<file path="src/rtl/sram_arbiter.sv">
// -----------------------------------------------------------------------------
// sram_arbiter
//
// Shares the single SRAM controller between NUM_CLIENTS pixel-path clients
// (pixel writer, pixel reader, ...). One transaction at a time:
//   IDLE  : pick a winner among pending requests and latch its command
//   ISSUE : one-cycle sram_start strobe
//   WAIT  : wait for sram_ready, or abort after TIMEOUT cycles
//   DONE  : one-cycle req_ready (plus req_err on abort) to the winner only
//
// Arbitration is round-robin (starting after the last served client) or,
// with FIXED_PRIORITY=1, lowest index wins. Every output is a flop, so there
// is no combinational path from any input to any output.
//
// Ports (client i uses slice [i*W +: W] of the flattened buses):
//   clk, rst       clock and asynchronous active-high reset
//   req_start      per-client request level, held until req_ready
//   req_rw         per-client direction, 1 = read, 0 = write
//   req_addr       per-client address
//   req_wdata      per-client write data
//   req_ready      one-cycle completion pulse to the granted client
//   req_err        high together with req_ready when the transaction timed out
//   req_rdata      per-client registered read data
//   sram_start     one-cycle command strobe to the SRAM controller
//   sram_rw        registered command direction
//   sram_addr      registered command address
//   sram_data      registered command write data
//   sram_data_out  read data from the SRAM controller
//   sram_ready     completion pulse from the SRAM controller
// -----------------------------------------------------------------------------
module sram_arbiter #(
    parameter int NUM_CLIENTS    = 2,
    parameter int ADDR_W         = 16,
    parameter int DATA_W         = 16,
    parameter int FIXED_PRIORITY = 0,
    parameter int TIMEOUT        = 255
) (
    input  logic                          clk,
    input  logic                          rst,
    input  logic [NUM_CLIENTS-1:0]        req_start,
    input  logic [NUM_CLIENTS-1:0]        req_rw,
    input  logic [NUM_CLIENTS*ADDR_W-1:0] req_addr,
    input  logic [NUM_CLIENTS*DATA_W-1:0] req_wdata,
    output logic [NUM_CLIENTS-1:0]        req_ready,
    output logic [NUM_CLIENTS-1:0]        req_err,
    output logic [NUM_CLIENTS*DATA_W-1:0] req_rdata,
    output logic                          sram_start,
    output logic                          sram_rw,
    output logic [ADDR_W-1:0]             sram_addr,
    output logic [DATA_W-1:0]             sram_data,
    input  logic [DATA_W-1:0]             sram_data_out,
    input  logic                          sram_ready
);

    localparam int              GW        = $clog2(NUM_CLIENTS);
    // WAIT lasts at most TIMEOUT cycles: the counter runs 0..TIMEOUT-1.
    localparam logic [15:0]     TO_LAST   = 16'(TIMEOUT - 1);
    // Round-robin pointer starts at the top so client 0 is served first.
    localparam logic [GW-1:0]   LAST_INIT = GW'(NUM_CLIENTS - 1);

    typedef enum logic [1:0] {
        S_IDLE  = 2'd0,
        S_ISSUE = 2'd1,
        S_WAIT  = 2'd2,
        S_DONE  = 2'd3
    } state_t;

    state_t                   state_q;
    state_t                   state_d;

    logic [GW-1:0]            grant_q;
    logic [GW-1:0]            last_grant_q;
    logic [15:0]              cnt_q;
    logic [15:0]              cnt_d;

    logic                     sram_start_q;
    logic                     sram_start_d;
    logic                     sram_rw_q;
    logic [ADDR_W-1:0]        sram_addr_q;
    logic [DATA_W-1:0]        sram_data_q;
    logic [NUM_CLIENTS-1:0]   req_ready_q;
    logic [NUM_CLIENTS-1:0]   req_ready_d;
    logic [NUM_CLIENTS-1:0]   req_err_q;
    logic [NUM_CLIENTS-1:0]   req_err_d;

    logic                     pick_valid;
    logic [GW-1:0]            pick_idx;
    int                       cand;

    logic                     load_cmd;
    logic                     enter_done;
    logic                     rdata_we;

    logic [ADDR_W-1:0]        addr_arr  [NUM_CLIENTS];
    logic [DATA_W-1:0]        wdata_arr [NUM_CLIENTS];

    // -------------------------------------------------------------------------
    // Per-client slicing of the flattened buses and per-client read-data
    // registers. A client's read data only changes when it is the granted
    // client and its read completed successfully.
    // -------------------------------------------------------------------------
    generate
        for (genvar gi = 0; gi < NUM_CLIENTS; gi++) begin : g_client
            logic [DATA_W-1:0] rdata_q;

            assign addr_arr[gi]  = req_addr[gi*ADDR_W +: ADDR_W];
            assign wdata_arr[gi] = req_wdata[gi*DATA_W +: DATA_W];
            assign req_rdata[gi*DATA_W +: DATA_W] = rdata_q;

            always_ff @(posedge clk or posedge rst) begin
                if (rst) begin
                    rdata_q <= '0;
                end else if (rdata_we && (grant_q == GW'(gi))) begin
                    rdata_q <= sram_data_out;
                end
            end
        end
    endgenerate

    // -------------------------------------------------------------------------
    // Winner selection. Candidates are scanned from lowest to highest
    // priority so the final assignment is the highest-priority pending one.
    // -------------------------------------------------------------------------
    always_comb begin
        pick_valid = 1'b0;
        pick_idx   = '0;
        cand       = 0;
        if (FIXED_PRIORITY != 0) begin
            for (int i = NUM_CLIENTS - 1; i >= 0; i--) begin
                if (req_start[GW'(i)]) begin
                    pick_valid = 1'b1;
                    pick_idx   = GW'(i);
                end
            end
        end else begin
            // Offset 1 (the client right after the last one served) is the
            // most favoured, offset NUM_CLIENTS (the last one served) the least.
            for (int off = NUM_CLIENTS; off >= 1; off--) begin
                cand = int'(last_grant_q) + off;
                if (cand >= NUM_CLIENTS) begin
                    cand = cand - NUM_CLIENTS;
                end
                if (req_start[GW'(cand)]) begin
                    pick_valid = 1'b1;
                    pick_idx   = GW'(cand);
                end
            end
        end
    end

    // -------------------------------------------------------------------------
    // FSM: state register
    // -------------------------------------------------------------------------
    always_ff @(posedge clk or posedge rst) begin
        if (rst) begin
            state_q <= S_IDLE;
        end else begin
            state_q <= state_d;
        end
    end

    // -------------------------------------------------------------------------
    // FSM: next state. sram_ready is only looked at in WAIT, so a stray pulse
    // in any other state is simply dropped. A ready arriving on the last
    // allowed WAIT cycle still wins over the timeout.
    // -------------------------------------------------------------------------
    always_comb begin
        state_d = state_q;
        unique case (state_q)
            S_IDLE:  if (pick_valid) state_d = S_ISSUE;
            S_ISSUE: state_d = S_WAIT;
            S_WAIT:  if (sram_ready || (cnt_q == TO_LAST)) state_d = S_DONE;
            S_DONE:  state_d = S_IDLE;
            default: state_d = S_IDLE;
        endcase
    end

    // -------------------------------------------------------------------------
    // FSM: outputs. These are next values for the output flops, so each
    // registered output is valid during the state it belongs to.
    // -------------------------------------------------------------------------
    always_comb begin
        load_cmd     = (state_q == S_IDLE) && pick_valid;
        enter_done   = (state_q == S_WAIT) && (state_d == S_DONE);
        rdata_we     = (state_q == S_WAIT) && sram_ready && sram_rw_q;
        sram_start_d = load_cmd;
        req_ready_d  = '0;
        req_err_d    = '0;
        cnt_d        = cnt_q;

        if (enter_done) begin
            req_ready_d[grant_q] = 1'b1;
            req_err_d[grant_q]   = ~sram_ready;
        end

        if (state_q == S_ISSUE) begin
            cnt_d = '0;
        end else if (state_q == S_WAIT) begin
            cnt_d = cnt_q + 16'd1;
        end
    end

    // -------------------------------------------------------------------------
    // Command / bookkeeping registers. The command is captured only at the
    // IDLE grant, so later changes on the granted client's inputs have no
    // effect until the next transaction.
    // -------------------------------------------------------------------------
    always_ff @(posedge clk or posedge rst) begin
        if (rst) begin
            grant_q      <= '0;
            last_grant_q <= LAST_INIT;
            cnt_q        <= '0;
            sram_start_q <= 1'b0;
            sram_rw_q    <= 1'b0;
            sram_addr_q  <= '0;
            sram_data_q  <= '0;
            req_ready_q  <= '0;
            req_err_q    <= '0;
        end else begin
            cnt_q        <= cnt_d;
            sram_start_q <= sram_start_d;
            req_ready_q  <= req_ready_d;
            req_err_q    <= req_err_d;
            if (load_cmd) begin
                grant_q     <= pick_idx;
                sram_rw_q   <= req_rw[pick_idx];
                sram_addr_q <= addr_arr[pick_idx];
                sram_data_q <= wdata_arr[pick_idx];
            end
            if (enter_done) begin
                last_grant_q <= grant_q;
            end
        end
    end

    assign sram_start = sram_start_q;
    assign sram_rw    = sram_rw_q;
    assign sram_addr  = sram_addr_q;
    assign sram_data  = sram_data_q;
    assign req_ready  = req_ready_q;
    assign req_err    = req_err_q;

endmodule

</file>
<file path="config.mk">
export PLATFORM = sky130hd
export DESIGN_NAME = sram_arbiter
export DESIGN_NICKNAME = d
export VERILOG_FILES = /design/src/rtl/sram_arbiter.sv
export SDC_FILE = /design/constraint.sdc
export NUM_CORES = 1
export LEC_CHECK = 0
export ABC_CLOCK_PERIOD_IN_PS = 2780
export BUFFER_PORTS_ARGS = -buffer_cell sky130_fd_sc_hd__buf_4
export CAP_MARGIN = 20
export CORE_AREA = 2 2 103 105
export CTS_BUF_LIST = sky130_fd_sc_hd__clkbuf_8
export DETAILED_ROUTE_END_ITERATION = 6
export DIE_AREA = 0 0 105 107
export GPL_TIMING_DRIVEN = 0
export PLACE_DENSITY_LB_ADDON = 0.05
export REMOVE_ABC_BUFFERS = 1
export SETUP_SLACK_MARGIN = 0.4
export SLEW_MARGIN = 25
export SYNTH_ARGS = -nofsm -noshare
export SYNTH_HDL_FRONTEND = slang
export SYNTH_SLANG_ARGS = --single-unit
</file>
<file path="constraint.sdc">
create_clock -name clk -period 2.78 [get_ports clk]
set_input_delay 0.278 -clock clk [delete_from_list [all_inputs] [get_ports clk]]
set_output_delay 0.278 -clock clk [all_outputs]
set_load 0.1 [all_outputs]
</file>
==> flow_summary.html, run 1 <==
<table>
<tr><th>Metric</th><th>Value</th></tr>
<tr><th colspan="2">GRT</th></tr>
<tr><td>Total track usage</td><td>17.0%</td></tr>
<tr><td>Number of global-route vias before repair</td><td>approximately 3k</td></tr>
<tr><td>Global-route wire length before repair</td><td>15,000 µm</td></tr>
<tr><td>Total grt overflow</td><td>0</td></tr>
<tr><td>Maximum number of pins on one net before global-route repair</td><td>70</td></tr>
<tr><td>Antenna violations before repair</td><td>0</td></tr>
<tr><th colspan="2">Final layout</th></tr>
<tr><td>Combined area of the multi-input logic cells</td><td>1590 µm²</td></tr>
<tr><td>Layout area overhead</td><td>38.0%</td></tr>
<tr><td>Net total in the final layout</td><td>576</td></tr>
<tr><td>Most common cell after layout, fill and taps aside</td><td>sky130_fd_sc_hd__buf_4</td></tr>
<tr><td>Number of antenna repair diodes</td><td>0</td></tr>
<tr><td>Final-layout fill cell count</td><td>slightly above 900</td></tr>
<tr><td>Share of post-route cells with drive strength above 1</td><td>~40%</td></tr>
<tr><td>Commonest cells after routing, fill and taps aside</td><td>155 x sky130_fd_sc_hd__buf_4, 89 x sky130_fd_sc_hd__dfrtp_1, 50 x sky130_fd_sc_hd__nor2_1</td></tr>
<tr><td>Area used by sequential logic in the layout</td><td>2260 µm²</td></tr>
<tr><th colspan="2">Routing</th></tr>
<tr><td>Via density per instance</td><td>4.69</td></tr>
<tr><td>Number of iterations in the first detailed-routing pass</td><td>4</td></tr>
<tr><td>Violation count after the first detailed-routing iteration</td><td>between 90 and 100</td></tr>
<tr><td>Wirelength per Cell</td><td>between 10 and 15 µm</td></tr>
<tr><td>Vias post-DR</td><td>2,924</td></tr>
<tr><td>Wire length after detailed routing</td><td>9170 µm</td></tr>
<tr><td>Count of antenna-violating nets left after detailed routing</td><td>0</td></tr>
<tr><td>Residual DRC count</td><td>0</td></tr>
<tr><th colspan="2">Worst setup path</th></tr>
<tr><td>Number of cells traversed by the worst register-to-register path</td><td>4</td></tr>
<tr><td>Kind of capture point of the worst setup path</td><td>register</td></tr>
<tr><td>Data arrival at the endpoint of the critical path</td><td>2280 ps</td></tr>
<tr><td>Crit. Startpoint</td><td>state_q[0]$_DFF_PP0_</td></tr>
<tr><td>Setup CP Type</td><td>reg -&gt; reg</td></tr>
<tr><td>Worst endpoint required time</td><td>3020 ps</td></tr>
<tr><td>Largest driver fanout on the critical path</td><td>16</td></tr>
<tr><td>Startpoint class of the critical path</td><td>register</td></tr>
<tr><td>R2r startpoint</td><td>state_q[0]$_DFF_PP0_</td></tr>
<tr><th colspan="2">Clocking</th></tr>
<tr><td>Number of buffers between clock root and the deepest sink</td><td>2</td></tr>
<tr><td>Number of buffers created by CTS</td><td>9</td></tr>
<tr><td>Reg clk slew, reported paths</td><td>100 ps</td></tr>
<tr><td>CTS tree</td><td>done</td></tr>
<tr><td>Clock H-tree levels</td><td>3</td></tr>
<tr><td>Root cell of the clock tree</td><td>sky130_fd_sc_hd__clkbuf_8</td></tr>
<tr><td>Setup bufs post-CTS</td><td>0</td></tr>
<tr><td>Clock insertion delay at the later pin of the skew report</td><td>350 ps</td></tr>
<tr><td>TritonCTS Sinks</td><td>90</td></tr>
<tr><th colspan="2">STA</th></tr>
<tr><td>Hold Violations, Final</td><td>0</td></tr>
<tr><td>Actual slew at the worst max-slew pin</td><td>648 ps</td></tr>
<tr><td>Clock skew</td><td>9.77 ps</td></tr>
<tr><td>RSZ-0062 raised after global routing</td><td>no</td></tr>
<tr><td>Final period utilization</td><td>73.1%</td></tr>
<tr><td>Final number of max-transition violations</td><td>0</td></tr>
<tr><td>Final setup violating endpoints</td><td>0</td></tr>
<tr><td>Fmax</td><td>around 0.49 GHz</td></tr>
<tr><td>Worst slew margin relative to its limit</td><td>a little under three fifths</td></tr>
<tr><td>Min cycle time layout</td><td>~2000 ps</td></tr>
<tr><td>Post-layout worst setup margin</td><td>between 700 and 800 ps</td></tr>
<tr><th colspan="2">Placed design</th></tr>
<tr><td>Estimated wirelength of the detail-placed design</td><td>between 6000 and 7000 µm</td></tr>
<tr><td>Port Buf Inserts</td><td>155</td></tr>
<tr><td>Last weighted congestion value of the routability-driven placer</td><td>0.776</td></tr>
<tr><td>Post-Place Worst Slack</td><td>742 ps</td></tr>
<tr><th colspan="2">Logic synthesis</th></tr>
<tr><td>Synthesized area per cell</td><td>11.9 µm²</td></tr>
<tr><td>Synth warn</td><td>0</td></tr>
<tr><td>Count of different cell masters after synthesis</td><td>40</td></tr>
<tr><td>Netlist area before placement</td><td>3930 µm²</td></tr>
<tr><td>Sequential-to-total area share from yosys stat</td><td>a little under three fifths</td></tr>
<tr><td>Gate Count Post-Synth</td><td>331</td></tr>
<tr><td>Flip-flop and latch count after synthesis</td><td>90</td></tr>
<tr><td>Library cell with the largest summed area after synthesis</td><td>sky130_fd_sc_hd__dfrtp_1</td></tr>
<tr><td>Area share of the leading cell type in the synthesized netlist</td><td>56.6%</td></tr>
<tr><td>Synth area leaders</td><td>sky130_fd_sc_hd__dfrtp_1 57%, sky130_fd_sc_hd__mux2i_1 8.7%, sky130_fd_sc_hd__mux2_2 5.4%</td></tr>
<tr><th colspan="2">Hold path</th></tr>
<tr><td>Hold/Removal Path Class</td><td>in -&gt; reg</td></tr>
<tr><td>Start point of the worst min-delay path</td><td>sram_data_out[7]</td></tr>
<tr><td>Hold Path Cell Cnt</td><td>2</td></tr>
<tr><th colspan="2">Floorplanning</th></tr>
<tr><td>Vertical die dimension</td><td>~110 µm</td></tr>
<tr><td>Initial core utilization</td><td>39.0%</td></tr>
<tr><td>Placeable Area</td><td>10,100 µm²</td></tr>
<tr><td>Count of boundary I/O pins</td><td>roughly 160</td></tr>
<tr><td>Row Count</td><td>37</td></tr>
<tr><td>Die ar.</td><td>11,200 µm²</td></tr>
<tr><td>Die outline width</td><td>105 µm</td></tr>
<tr><th colspan="2">Status</th></tr>
<tr><td>Result of the run</td><td>complete, no violations</td></tr>
<tr><th colspan="2">Job</th></tr>
<tr><td>Number of maximum-capacitance violations</td><td>0</td></tr>
</table>
## logic make-up after synthesis
| group | count (synthesis) | share of synthesized area, % |
|---|---|---|
| adder cells (fa/ha/maj) | 6 | 1.91 |
| XOR/XNOR | 10 | 2.23 |
| flip-flops | 90 | 57.3 |
| AO/OA/AOI/OAI | 48 | 6.46 |
| multiplexers | 67 | 18.1 |
| AND/OR/NAND/NOR | 87 | 11.6 |
| buffers and inverters | 23 | 2.42 |
## stage by stage
step           hold slack (ps)  instance area (µm²)  util, %  std cells  TNS, ps
6_report                   140                 5430     53.8        624        0
5_1_grt                    116                 5430     53.8        624        0
4_1_cts                    122                 5430     53.8        624        0
3_5_place_dp               354                 5230     51.8        607        0
3_3_place_gp               477                 5200     51.5        606   -87320
2_1_floorplan              342                 3860        -        315        0
## state kept, by name, indices dropped and copies added, names as in the netlist, 2 cells and up
name / cells
cnt_q: 16
g_client.rdata_q: 32
req_err: 2
req_ready: 2
sram_addr: 16
sram_data: 16
state_q: 2
## worst max-delay path: stages, from the launching register on
cell,delay (ps)
sky130_fd_sc_hd__dfrtp_1,430
sky130_fd_sc_hd__inv_1,140
sky130_fd_sc_hd__ha_1,290
sky130_fd_sc_hd__nand4b_2,550
sky130_fd_sc_hd__mux2_1,520
## what timing repair did
item / CTS / global route
resized for setup: 0 / 0
hold endpoints to repair: 51 / 0
hold buffers: 1 / 0
## synthesized netlist by cell type
cell / number
sky130_fd_sc_hd__and2_1: 2
sky130_fd_sc_hd__dfrtp_1: 89
sky130_fd_sc_hd__nand3_1: 7
sky130_fd_sc_hd__nand4_2: 1
sky130_fd_sc_hd__nand2b_1: 2
sky130_fd_sc_hd__dfstp_2: 1
sky130_fd_sc_hd__o21ai_1: 1
sky130_fd_sc_hd__buf_2: 7
sky130_fd_sc_hd__nand4b_1: 1
sky130_fd_sc_hd__a31oi_1: 1
sky130_fd_sc_hd__nor3_2: 1
sky130_fd_sc_hd__a21oi_1: 37
sky130_fd_sc_hd__nand2_1: 6
sky130_fd_sc_hd__inv_1: 7
sky130_fd_sc_hd__mux2_1: 14
sky130_fd_sc_hd__xnor2_1: 3
sky130_fd_sc_hd__o211ai_1: 1
sky130_fd_sc_hd__nor3b_1: 1
sky130_fd_sc_hd__nor3_4: 1
sky130_fd_sc_hd__or3_1: 1
sky130_fd_sc_hd__and3_1: 3
sky130_fd_sc_hd__nor4_2: 1
sky130_fd_sc_hd__nor4_1: 2
sky130_fd_sc_hd__o22ai_1: 3
sky130_fd_sc_hd__nand4_4: 1
sky130_fd_sc_hd__nor4b_2: 1
sky130_fd_sc_hd__clkbuf_1: 8
sky130_fd_sc_hd__buf_1: 1
sky130_fd_sc_hd__mux2_2: 19
sky130_fd_sc_hd__a22o_1: 1
sky130_fd_sc_hd__nand4_1: 1
sky130_fd_sc_hd__o21ai_0: 3
sky130_fd_sc_hd__o31ai_1: 1
sky130_fd_sc_hd__mux2i_1: 34
sky130_fd_sc_hd__nand4b_2: 1
sky130_fd_sc_hd__xor2_1: 7
sky130_fd_sc_hd__nor3_1: 3
sky130_fd_sc_hd__nor2_1: 50
sky130_fd_sc_hd__ha_1: 6
sky130_fd_sc_hd__and4_1: 1
## per-layer routing
layer  track usage [%]  routed length, µm  up-vias
met3              4.74                508        6
met1              22.1               4130     1380
met5                 0                  0        -
met2              27.6               4420       82
li1                  -                  -     1456
met4              5.33                111        0
## final timing paths
path                                                           end  slack, ps
min in group asynchronous       g_client[1].rdata_q[9]$_DFFE_PP0P_        490
worst max-delay path            g_client[0].rdata_q[6]$_DFFE_PP0P_        750
max in group asynchronous                     cnt_q[3]$_DFFE_PP0P_       1720
worst max register to register  g_client[0].rdata_q[6]$_DFFE_PP0P_        750
worst min register to register  g_client[1].rdata_q[2]$_DFFE_PP0P_        500
worst min-delay path            g_client[0].rdata_q[7]$_DFFE_PP0P_        140
## layout make-up
type,count,share of cell area [%]
multi-input combinational,218,29.2
clock buffer,11,2.79
sequential,90,41.6
clock inverter,5,0.691
tap,136,3.13
timing repair buffer,157,22.0
inverter,7,0.576
Power of run 1 is left out: the tool's default activity adds up to more than one toggle a clock period on the data nets, which glitch-free logic cannot reach.
==> inputs of run 2 (changes only) <==
--- a/config.mk
+++ b/config.mk
@@ -5,7 +5,7 @@
 export SDC_FILE = /design/constraint.sdc
 export NUM_CORES = 1
 export LEC_CHECK = 0
-export ABC_CLOCK_PERIOD_IN_PS = 2780
+export ABC_CLOCK_PERIOD_IN_PS = 1800
 export BUFFER_PORTS_ARGS = -buffer_cell sky130_fd_sc_hd__buf_4
 export CAP_MARGIN = 20
 export CORE_AREA = 2 2 103 105
==> constraint.sdc (replaced) <==
create_clock -name clk -period 1.8 [get_ports clk]
set_input_delay 0.18 -clock clk [delete_from_list [all_inputs] [get_ports clk]]
set_output_delay 0.18 -clock clk [all_outputs]
set_load 0.1 [all_outputs]
==> run 2 against run 1 <==
Effect of this change:
- routed wire length up 15%
- utilization up 3.6 points
- via count is 5.8% higher
- setup slack got worse by 470 ps
- critical path type unchanged
- critical endpoint unchanged
==> flow_summary.html, run 2 (synthesis gave the netlist of run 1 again) <==
<table>
<tr><th>Metric</th><th>Value</th></tr>
<tr><th colspan="2">STA</th></tr>
<tr><td>Final number of max-transition violations</td><td>0 (unchanged)</td></tr>
<tr><td>Min cycle time layout</td><td>1530 ps (was 2030 ps)</td></tr>
<tr><td>Final period utilization</td><td>84.8% (was 73.1%)</td></tr>
<tr><td>Hold Violations, Final</td><td>0 (unchanged)</td></tr>
<tr><td>RSZ-0062 raised after global routing</td><td>yes (was no)</td></tr>
<tr><td>Worst slew margin relative to its limit</td><td>67.5% (was 56.8%)</td></tr>
<tr><td>Final setup violating endpoints</td><td>0 (unchanged)</td></tr>
<tr><td>Clock skew</td><td>6.78 ps (was 9.77 ps)</td></tr>
<tr><td>Actual slew at the worst max-slew pin</td><td>487 ps (was 648 ps)</td></tr>
<tr><td>Fmax</td><td>0.655 GHz (was 0.492 GHz)</td></tr>
<tr><td>Final setup TNS</td><td>0 ps (unchanged)</td></tr>
<tr><th colspan="2">Floorplanning</th></tr>
<tr><td>Row Count</td><td>37 (unchanged)</td></tr>
<tr><td>Die ar.</td><td>11,200 µm² (unchanged)</td></tr>
<tr><td>Die outline width</td><td>105 µm (unchanged)</td></tr>
<tr><td>Placeable Area</td><td>10,100 µm² (unchanged)</td></tr>
<tr><td>Count of boundary I/O pins</td><td>157 (unchanged)</td></tr>
<tr><td>Vertical die dimension</td><td>107 µm (unchanged)</td></tr>
<tr><td>Initial core utilization</td><td>39.0% (unchanged)</td></tr>
<tr><th colspan="2">Clocking</th></tr>
<tr><td>Number of buffers between clock root and the deepest sink</td><td>2 (unchanged)</td></tr>
<tr><td>Clock H-tree levels</td><td>3 (unchanged)</td></tr>
<tr><td>Number of buffers created by CTS</td><td>9 (unchanged)</td></tr>
<tr><td>Clock insertion delay at the later pin of the skew report</td><td>350 ps (about the same)</td></tr>
<tr><td>Root cell of the clock tree</td><td>sky130_fd_sc_hd__clkbuf_8 (unchanged)</td></tr>
<tr><td>CTS tree</td><td>done (unchanged)</td></tr>
<tr><td>TritonCTS Sinks</td><td>90 (unchanged)</td></tr>
<tr><td>Reg clk slew, reported paths</td><td>90 ps (was 100 ps)</td></tr>
<tr><th colspan="2">Final layout</th></tr>
<tr><td>Commonest cells after routing, fill and taps aside</td><td>170 x sky130_fd_sc_hd__buf_4, 82 x sky130_fd_sc_hd__dfrtp_1, 49 x sky130_fd_sc_hd__nor2_1 (was 155 x sky130_fd_sc_hd__buf_4, 89 x sky130_fd_sc_hd__dfrtp_1, 50 x sky130_fd_sc_hd__nor2_1)</td></tr>
<tr><td>Net total in the final layout</td><td>600 (was 576)</td></tr>
<tr><td>Cell Count, Final, Fillers Out</td><td>648 (was 624)</td></tr>
<tr><td>Largest register FFs</td><td>32 (unchanged)</td></tr>
<tr><td>Most common cell after layout, fill and taps aside</td><td>sky130_fd_sc_hd__buf_4 (unchanged)</td></tr>
<tr><td>Share of post-route cells with drive strength above 1</td><td>48.2% (was 41.2%)</td></tr>
<tr><td>Layout area overhead</td><td>47.3% (was 38.0%)</td></tr>
<tr><td>Finished layout cell area</td><td>5790 µm² (was 5430 µm²)</td></tr>
<tr><td>Register with the most flip-flops</td><td>g_client.rdata_q (unchanged)</td></tr>
<tr><td>Number of antenna repair diodes</td><td>0 (unchanged)</td></tr>
<tr><th colspan="2">Routing</th></tr>
<tr><td>Via density per instance</td><td>4.77 (was 4.69)</td></tr>
<tr><td>Vias post-DR</td><td>3,094 (was 2,924)</td></tr>
<tr><td>Residual DRC count</td><td>0 (unchanged)</td></tr>
<tr><td>Violation count after the first detailed-routing iteration</td><td>89 (was 94)</td></tr>
<tr><td>Number of iterations in the first detailed-routing pass</td><td>4 (unchanged)</td></tr>
<tr><td>Wire length after detailed routing</td><td>10,500 µm (was 9170 µm)</td></tr>
<tr><td>Count of antenna-violating nets left after detailed routing</td><td>0 (unchanged)</td></tr>
<tr><td>Wirelength per Cell</td><td>16.2 µm (was 14.7 µm)</td></tr>
<tr><th colspan="2">GRT</th></tr>
<tr><td>Maximum number of pins on one net before global-route repair</td><td>54 (was 70)</td></tr>
<tr><td>Global routing met3 resource utilization</td><td>4.50% (was 4.74%)</td></tr>
<tr><td>Global-route track usage on met1</td><td>23.9% (was 22.1%)</td></tr>
<tr><td>Number of global-route vias before repair</td><td>3,102 (was 2,970)</td></tr>
<tr><td>Global-route wire length before repair</td><td>16,100 µm (was 15,000 µm)</td></tr>
<tr><td>Total track usage</td><td>18.3% (was 17.0%)</td></tr>
<tr><td>Antenna violations before repair</td><td>0 (unchanged)</td></tr>
<tr><td>GRT busiest layer</td><td>met2 (unchanged)</td></tr>
<tr><td>GR Layer Usage met2</td><td>30.4% (was 27.6%)</td></tr>
<tr><td>Total grt overflow</td><td>0 (unchanged)</td></tr>
<tr><th colspan="2">Placed design</th></tr>
<tr><td>Placed Cells</td><td>607 (unchanged)</td></tr>
<tr><td>Cell area after placement</td><td>5230 µm² (unchanged)</td></tr>
<tr><td>Port Buf Inserts</td><td>155 (unchanged)</td></tr>
<tr><td>Last weighted congestion value of the routability-driven placer</td><td>0.776 (unchanged)</td></tr>
<tr><td>Estimated wirelength of the detail-placed design</td><td>6670 µm (unchanged)</td></tr>
<tr><th colspan="2">Status</th></tr>
<tr><td>Result of the run</td><td>complete, no violations (unchanged)</td></tr>
<tr><th colspan="2">Worst setup path</th></tr>
<tr><td>Data arrival at the endpoint of the critical path</td><td>1770 ps (was 2280 ps)</td></tr>
<tr><td>Cell family with the largest share of critical-path delay</td><td>flip-flops (was simple AND/OR/NAND/NOR gates)</td></tr>
<tr><td>Worst endpoint required time</td><td>2040 ps (was 3020 ps)</td></tr>
<tr><td>Startpoint class of the critical path</td><td>register (unchanged)</td></tr>
<tr><td>Cells along the critical path</td><td>inv_2 &gt; ha_2 &gt; nand4b_4 &gt; buf_12 &gt; mux2_1 (was inv_1 &gt; ha_1 &gt; nand4b_2 &gt; mux2_1)</td></tr>
<tr><td>Setup CP Type</td><td>reg -&gt; reg (unchanged)</td></tr>
<tr><td>Biggest cell delay along the critical path</td><td>410 ps (was 550 ps)</td></tr>
<tr><td>Critical-path cell with the highest stage delay</td><td>sky130_fd_sc_hd__dfrtp_1 (was sky130_fd_sc_hd__nand4b_2)</td></tr>
<tr><td>Largest driver fanout on the critical path</td><td>16 (unchanged)</td></tr>
<tr><td>Buf/Inv on CP</td><td>2 (was 1)</td></tr>
<tr><td>Kind of capture point of the worst setup path</td><td>register (unchanged)</td></tr>
<tr><th colspan="2">Hold path</th></tr>
<tr><td>Hold/Removal Path Class</td><td>in -&gt; reg (unchanged)</td></tr>
<tr><th colspan="2">Job</th></tr>
<tr><td>Number of maximum-capacitance violations</td><td>0 (unchanged)</td></tr>
</table>
## run 2: changes by cell type in the layout (fill, tap and decap cells not counted), sizes merged
cell,change
buf,+20
and2,+4
## run 2: layer usage
layer,vias up,part of all wire [%]
met2,83,50
li1,1505,-
met5,-,0
met4,0,1.2
met3,9,4.6
met1,1497,44
## run 2: path summary, 6_finish.rpt
kind                                                          from                                  to  slack [ps]  depth (start not counted)
worst min register to register  g_client[1].rdata_q[8]$_DFFE_PP0P_  g_client[1].rdata_q[8]$_DFFE_PP0P_         500                          1
worst max-delay path                          state_q[0]$_DFF_PP0_  g_client[0].rdata_q[6]$_DFFE_PP0P_         270                          5
min in group asynchronous                                      rst  g_client[1].rdata_q[9]$_DFFE_PP0P_         400                          3
max in group asynchronous                                      rst                cnt_q[2]$_DFFE_PP0P_         810                          4
worst max register to register                state_q[0]$_DFF_PP0_  g_client[0].rdata_q[6]$_DFFE_PP0P_         270                          5
worst min-delay path                              sram_data_out[2]  g_client[1].rdata_q[2]$_DFFE_PP0P_          40                          2
## run 2: through the flow
step           setup slack, ps  hold slack [ps]  util [%]
2_1_floorplan             -714              244         -
3_3_place_gp             -1870              403      51.5
3_5_place_dp              -238              256      51.8
4_1_cts                    229             26.5      56.0
5_1_grt                    144             20.7      57.4
6_report                   274             41.6      57.4
## run 2: area by class of cell
cell class	instances	area, µm²
tap	136	170
inverter	7	31.3
fill	889	4300
clock buffer	11	151
timing repair buffer	177	1410
multi-input combinational	222	1720
clock inverter	5	37.5
sequential	90	2270
## run 2: what timing repair did
action / 4_1_cts / 5_1_grt
gates cloned: 1 / 3
hold buffers: 1 / 0
endpoints found under the setup margin: 89 / 86
endpoints found under the hold margin: 51 / 0
pin swaps: 9 / 12
resized for setup: 14 / 19
buffers inserted: 12 / 8
Power of run 2 is left out for the same reason.
==> inputs of run 3 (changes only) <==
--- a/config.mk
+++ b/config.mk
@@ -5,7 +5,7 @@
 export SDC_FILE = /design/constraint.sdc
 export NUM_CORES = 1
 export LEC_CHECK = 0
-export ABC_CLOCK_PERIOD_IN_PS = 1800
+export ABC_CLOCK_PERIOD_IN_PS = 1600
 export BUFFER_PORTS_ARGS = -buffer_cell sky130_fd_sc_hd__buf_4
 export CAP_MARGIN = 20
 export CORE_AREA = 2 2 103 105
==> constraint.sdc (replaced) <==
create_clock -name clk -period 1.6 [get_ports clk]
set_input_delay 0.16 -clock clk [delete_from_list [all_inputs] [get_ports clk]]
set_output_delay 0.16 -clock clk [all_outputs]
set_load 0.1 [all_outputs]
==> run 3 against run 2 <==
Effect of this change:
- routed wire length rose by 8.0%
- first-iteration DRC count rose by 38%
- final area rose by 9.9%
- via count rose by 3.9%
- maximum frequency fell by 1.4%
- sequential cell count did not move
- setup slack got worse by 220 ps
==> flow_summary.html, run 3 (synthesis gave the netlist of run 1 again) <==
<table>
<tr><th>Metric</th><th>Value</th></tr>
<tr><th colspan="2">GRT</th></tr>
<tr><td>Antenna violations before repair</td><td>0 (unchanged)</td></tr>
<tr><td>Global-route wire length before repair</td><td>17,900 µm (was 16,100 µm)</td></tr>
<tr><td>Number of global-route vias before repair</td><td>3,310 (was 3,102)</td></tr>
<tr><td>Total track usage</td><td>20.5% (was 18.3%)</td></tr>
<tr><td>Total grt overflow</td><td>0 (unchanged)</td></tr>
<tr><td>Maximum number of pins on one net before global-route repair</td><td>54 (unchanged)</td></tr>
<tr><th colspan="2">Clocking</th></tr>
<tr><td>Number of buffers created by CTS</td><td>9 (unchanged)</td></tr>
<tr><td>Clock H-tree levels</td><td>3 (unchanged)</td></tr>
<tr><td>Clock insertion delay at the later pin of the skew report</td><td>350 ps (about the same)</td></tr>
<tr><td>TritonCTS Sinks</td><td>90 (unchanged)</td></tr>
<tr><td>Root cell of the clock tree</td><td>sky130_fd_sc_hd__clkbuf_8 (unchanged)</td></tr>
<tr><td>CTS tree</td><td>done (unchanged)</td></tr>
<tr><td>Number of buffers between clock root and the deepest sink</td><td>2 (unchanged)</td></tr>
<tr><td>Reg clk slew, reported paths</td><td>90 ps (about the same)</td></tr>
<tr><th colspan="2">STA</th></tr>
<tr><td>Final setup violating endpoints</td><td>0 (unchanged)</td></tr>
<tr><td>Post-layout worst setup margin</td><td>52.3 ps (was 274 ps)</td></tr>
<tr><td>RSZ-0062 raised after global routing</td><td>yes (unchanged)</td></tr>
<tr><td>Final period utilization</td><td>96.7% (was 84.8%)</td></tr>
<tr><td>Worst slew margin relative to its limit</td><td>67.0% (was 67.5%)</td></tr>
<tr><td>Min cycle time layout</td><td>1550 ps (was 1530 ps)</td></tr>
<tr><td>Clock skew</td><td>7.81 ps (was 6.78 ps)</td></tr>
<tr><td>WHS</td><td>26.5 ps (was 41.6 ps)</td></tr>
<tr><td>Actual slew at the worst max-slew pin</td><td>495 ps (was 487 ps)</td></tr>
<tr><td>Fmax</td><td>0.646 GHz (was 0.655 GHz)</td></tr>
<tr><td>Final number of max-transition violations</td><td>0 (unchanged)</td></tr>
<tr><td>Hold Violations, Final</td><td>0 (unchanged)</td></tr>
<tr><th colspan="2">Final layout</th></tr>
<tr><td>Register with the most flip-flops</td><td>g_client.rdata_q (unchanged)</td></tr>
<tr><td>Largest register FFs</td><td>32 (unchanged)</td></tr>
<tr><td>Most common cell after layout, fill and taps aside</td><td>sky130_fd_sc_hd__buf_4 (unchanged)</td></tr>
<tr><td>Layout area overhead</td><td>61.9% (was 47.3%)</td></tr>
<tr><td>Number of antenna repair diodes</td><td>0 (unchanged)</td></tr>
<tr><td>Share of the core filled with cells</td><td>63.1% (was 57.4%)</td></tr>
<tr><td>Share of post-route cells with drive strength above 1</td><td>52.2% (was 48.2%)</td></tr>
<tr><td>Net total in the final layout</td><td>611 (was 600)</td></tr>
<tr><td>Cell Count, Final, Fillers Out</td><td>659 (was 648)</td></tr>
<tr><td>Commonest cells after routing, fill and taps aside</td><td>100 x sky130_fd_sc_hd__buf_4, 82 x sky130_fd_sc_hd__dfrtp_1, 70 x sky130_fd_sc_hd__buf_6 (was 170 x sky130_fd_sc_hd__buf_4, 82 x sky130_fd_sc_hd__dfrtp_1, 49 x sky130_fd_sc_hd__nor2_1)</td></tr>
<tr><th colspan="2">Floorplanning</th></tr>
<tr><td>Row Count</td><td>37 (unchanged)</td></tr>
<tr><td>Initial core utilization</td><td>39.0% (unchanged)</td></tr>
<tr><td>Placeable Area</td><td>10,100 µm² (unchanged)</td></tr>
<tr><td>Die outline width</td><td>105 µm (unchanged)</td></tr>
<tr><td>Die ar.</td><td>11,200 µm² (unchanged)</td></tr>
<tr><td>Vertical die dimension</td><td>107 µm (unchanged)</td></tr>
<tr><td>Count of boundary I/O pins</td><td>157 (unchanged)</td></tr>
<tr><th colspan="2">Worst setup path</th></tr>
<tr><td>Startpoint class of the critical path</td><td>register (unchanged)</td></tr>
<tr><td>Data arrival at the endpoint of the critical path</td><td>1830 ps (was 1770 ps)</td></tr>
<tr><td>Setup CP Type</td><td>reg -&gt; reg (unchanged)</td></tr>
<tr><td>Largest driver fanout on the critical path</td><td>5 (was 16)</td></tr>
<tr><td>Kind of capture point of the worst setup path</td><td>register (unchanged)</td></tr>
<tr><td>Worst endpoint required time</td><td>1880 ps (was 2040 ps)</td></tr>
<tr><th colspan="2">Routing</th></tr>
<tr><td>Via density per instance</td><td>4.88 (was 4.77)</td></tr>
<tr><td>Wire length after detailed routing</td><td>11,400 µm (was 10,500 µm)</td></tr>
<tr><td>Count of antenna-violating nets left after detailed routing</td><td>0 (unchanged)</td></tr>
<tr><td>Number of iterations in the first detailed-routing pass</td><td>4 (unchanged)</td></tr>
<tr><td>Wirelength per Cell</td><td>17.2 µm (was 16.2 µm)</td></tr>
<tr><td>Vias post-DR</td><td>3,215 (was 3,094)</td></tr>
<tr><td>Violation count after the first detailed-routing iteration</td><td>123 (was 89)</td></tr>
<tr><td>Residual DRC count</td><td>0 (unchanged)</td></tr>
<tr><th colspan="2">Placed design</th></tr>
<tr><td>Estimated wirelength of the detail-placed design</td><td>6670 µm (unchanged)</td></tr>
<tr><td>Post-Place Worst Slack</td><td>-438 ps (was -238 ps)</td></tr>
<tr><td>Port Buf Inserts</td><td>155 (unchanged)</td></tr>
<tr><td>Placed Cells</td><td>607 (unchanged)</td></tr>
<tr><td>Last weighted congestion value of the routability-driven placer</td><td>0.776 (unchanged)</td></tr>
<tr><th colspan="2">Status</th></tr>
<tr><td>Result of the run</td><td>complete, no violations (unchanged)</td></tr>
<tr><th colspan="2">Hold path</th></tr>
<tr><td>Hold/Removal Path Class</td><td>in -&gt; reg (unchanged)</td></tr>
<tr><th colspan="2">Job</th></tr>
<tr><td>Number of maximum-capacitance violations</td><td>0 (unchanged)</td></tr>
</table>
run 3: area by class of cell:
type                       count  area (µm²)
inverter                       7        31.3
clock buffer                  11         151
fill                         803        3720
timing repair buffer         185        1850
tap                          136         170
sequential                    90        2270
clock inverter                 5        37.5
multi-input combinational    225        1860
run 3: path summary, 6_finish.rpt:
check,start,cells after the start,end,slack (ps)
max,state_q[0]$_DFF_PP0_,8,cnt_q[7]$_DFFE_PP0P_,50
max reg2reg,state_q[0]$_DFF_PP0_,8,cnt_q[7]$_DFFE_PP0P_,50
min,sram_data_out[2],2,g_client[1].rdata_q[2]$_DFFE_PP0P_,30
min in group asynchronous,rst,3,g_client[1].rdata_q[9]$_DFFE_PP0P_,390
min reg2reg,g_client[1].rdata_q[4]$_DFFE_PP0P_,1,g_client[1].rdata_q[4]$_DFFE_PP0P_,500
max in group asynchronous,rst,4,cnt_q[2]$_DFFE_PP0P_,610
run 3: routing by layer:
metal | vias to the layer above | global-route usage (%) | wire, µm | share of wire [%]
li1 | 1537 | - | - | -
met1 | 1576 | 26.8 | 5010 | 44
met2 | 94 | 34.6 | 5710 | 50
met3 | 8 | 4.80 | 523 | 4.6
met4 | 0 | 5.33 | 110 | 0.97
met5 | - | 0 | 0 | 0
run 3: critical path, stage by stage, from the launching register on:
cell and delay (ps):
sky130_fd_sc_hd__dfrtp_1 390, sky130_fd_sc_hd__inv_2 80, sky130_fd_sc_hd__ha_4 310, sky130_fd_sc_hd__nand3_4 80, sky130_fd_sc_hd__buf_4 150, sky130_fd_sc_hd__nor2_4 100
sky130_fd_sc_hd__nand3_1 100, sky130_fd_sc_hd__xor2_1 150, sky130_fd_sc_hd__nor2_1 110
run 3: metrics by stage:
| stage | instance area [µm²] | TNS [ps] |
|---|---|---|
| 6_report | 6370 | 0 |
| 5_1_grt | 6370 | -69.0 |
| 4_1_cts | 5940 | 0 |
| 3_5_place_dp | 5230 | -21700 |
| 3_3_place_gp | 5200 | -236250 |
| 2_1_floorplan | 3860 | -112790 |
run 3: timing repair:
item                                    in CTS  in global routing
pin swaps                                   30                 24
hold buffers                                 1                  2
endpoints found under the hold margin       51                  3
buffers inserted                            19                  3
gates cloned                                10                  1
resized for setup                           39                 95
endpoints found under the setup margin      92                152
Power of run 3 is left out for the same reason.
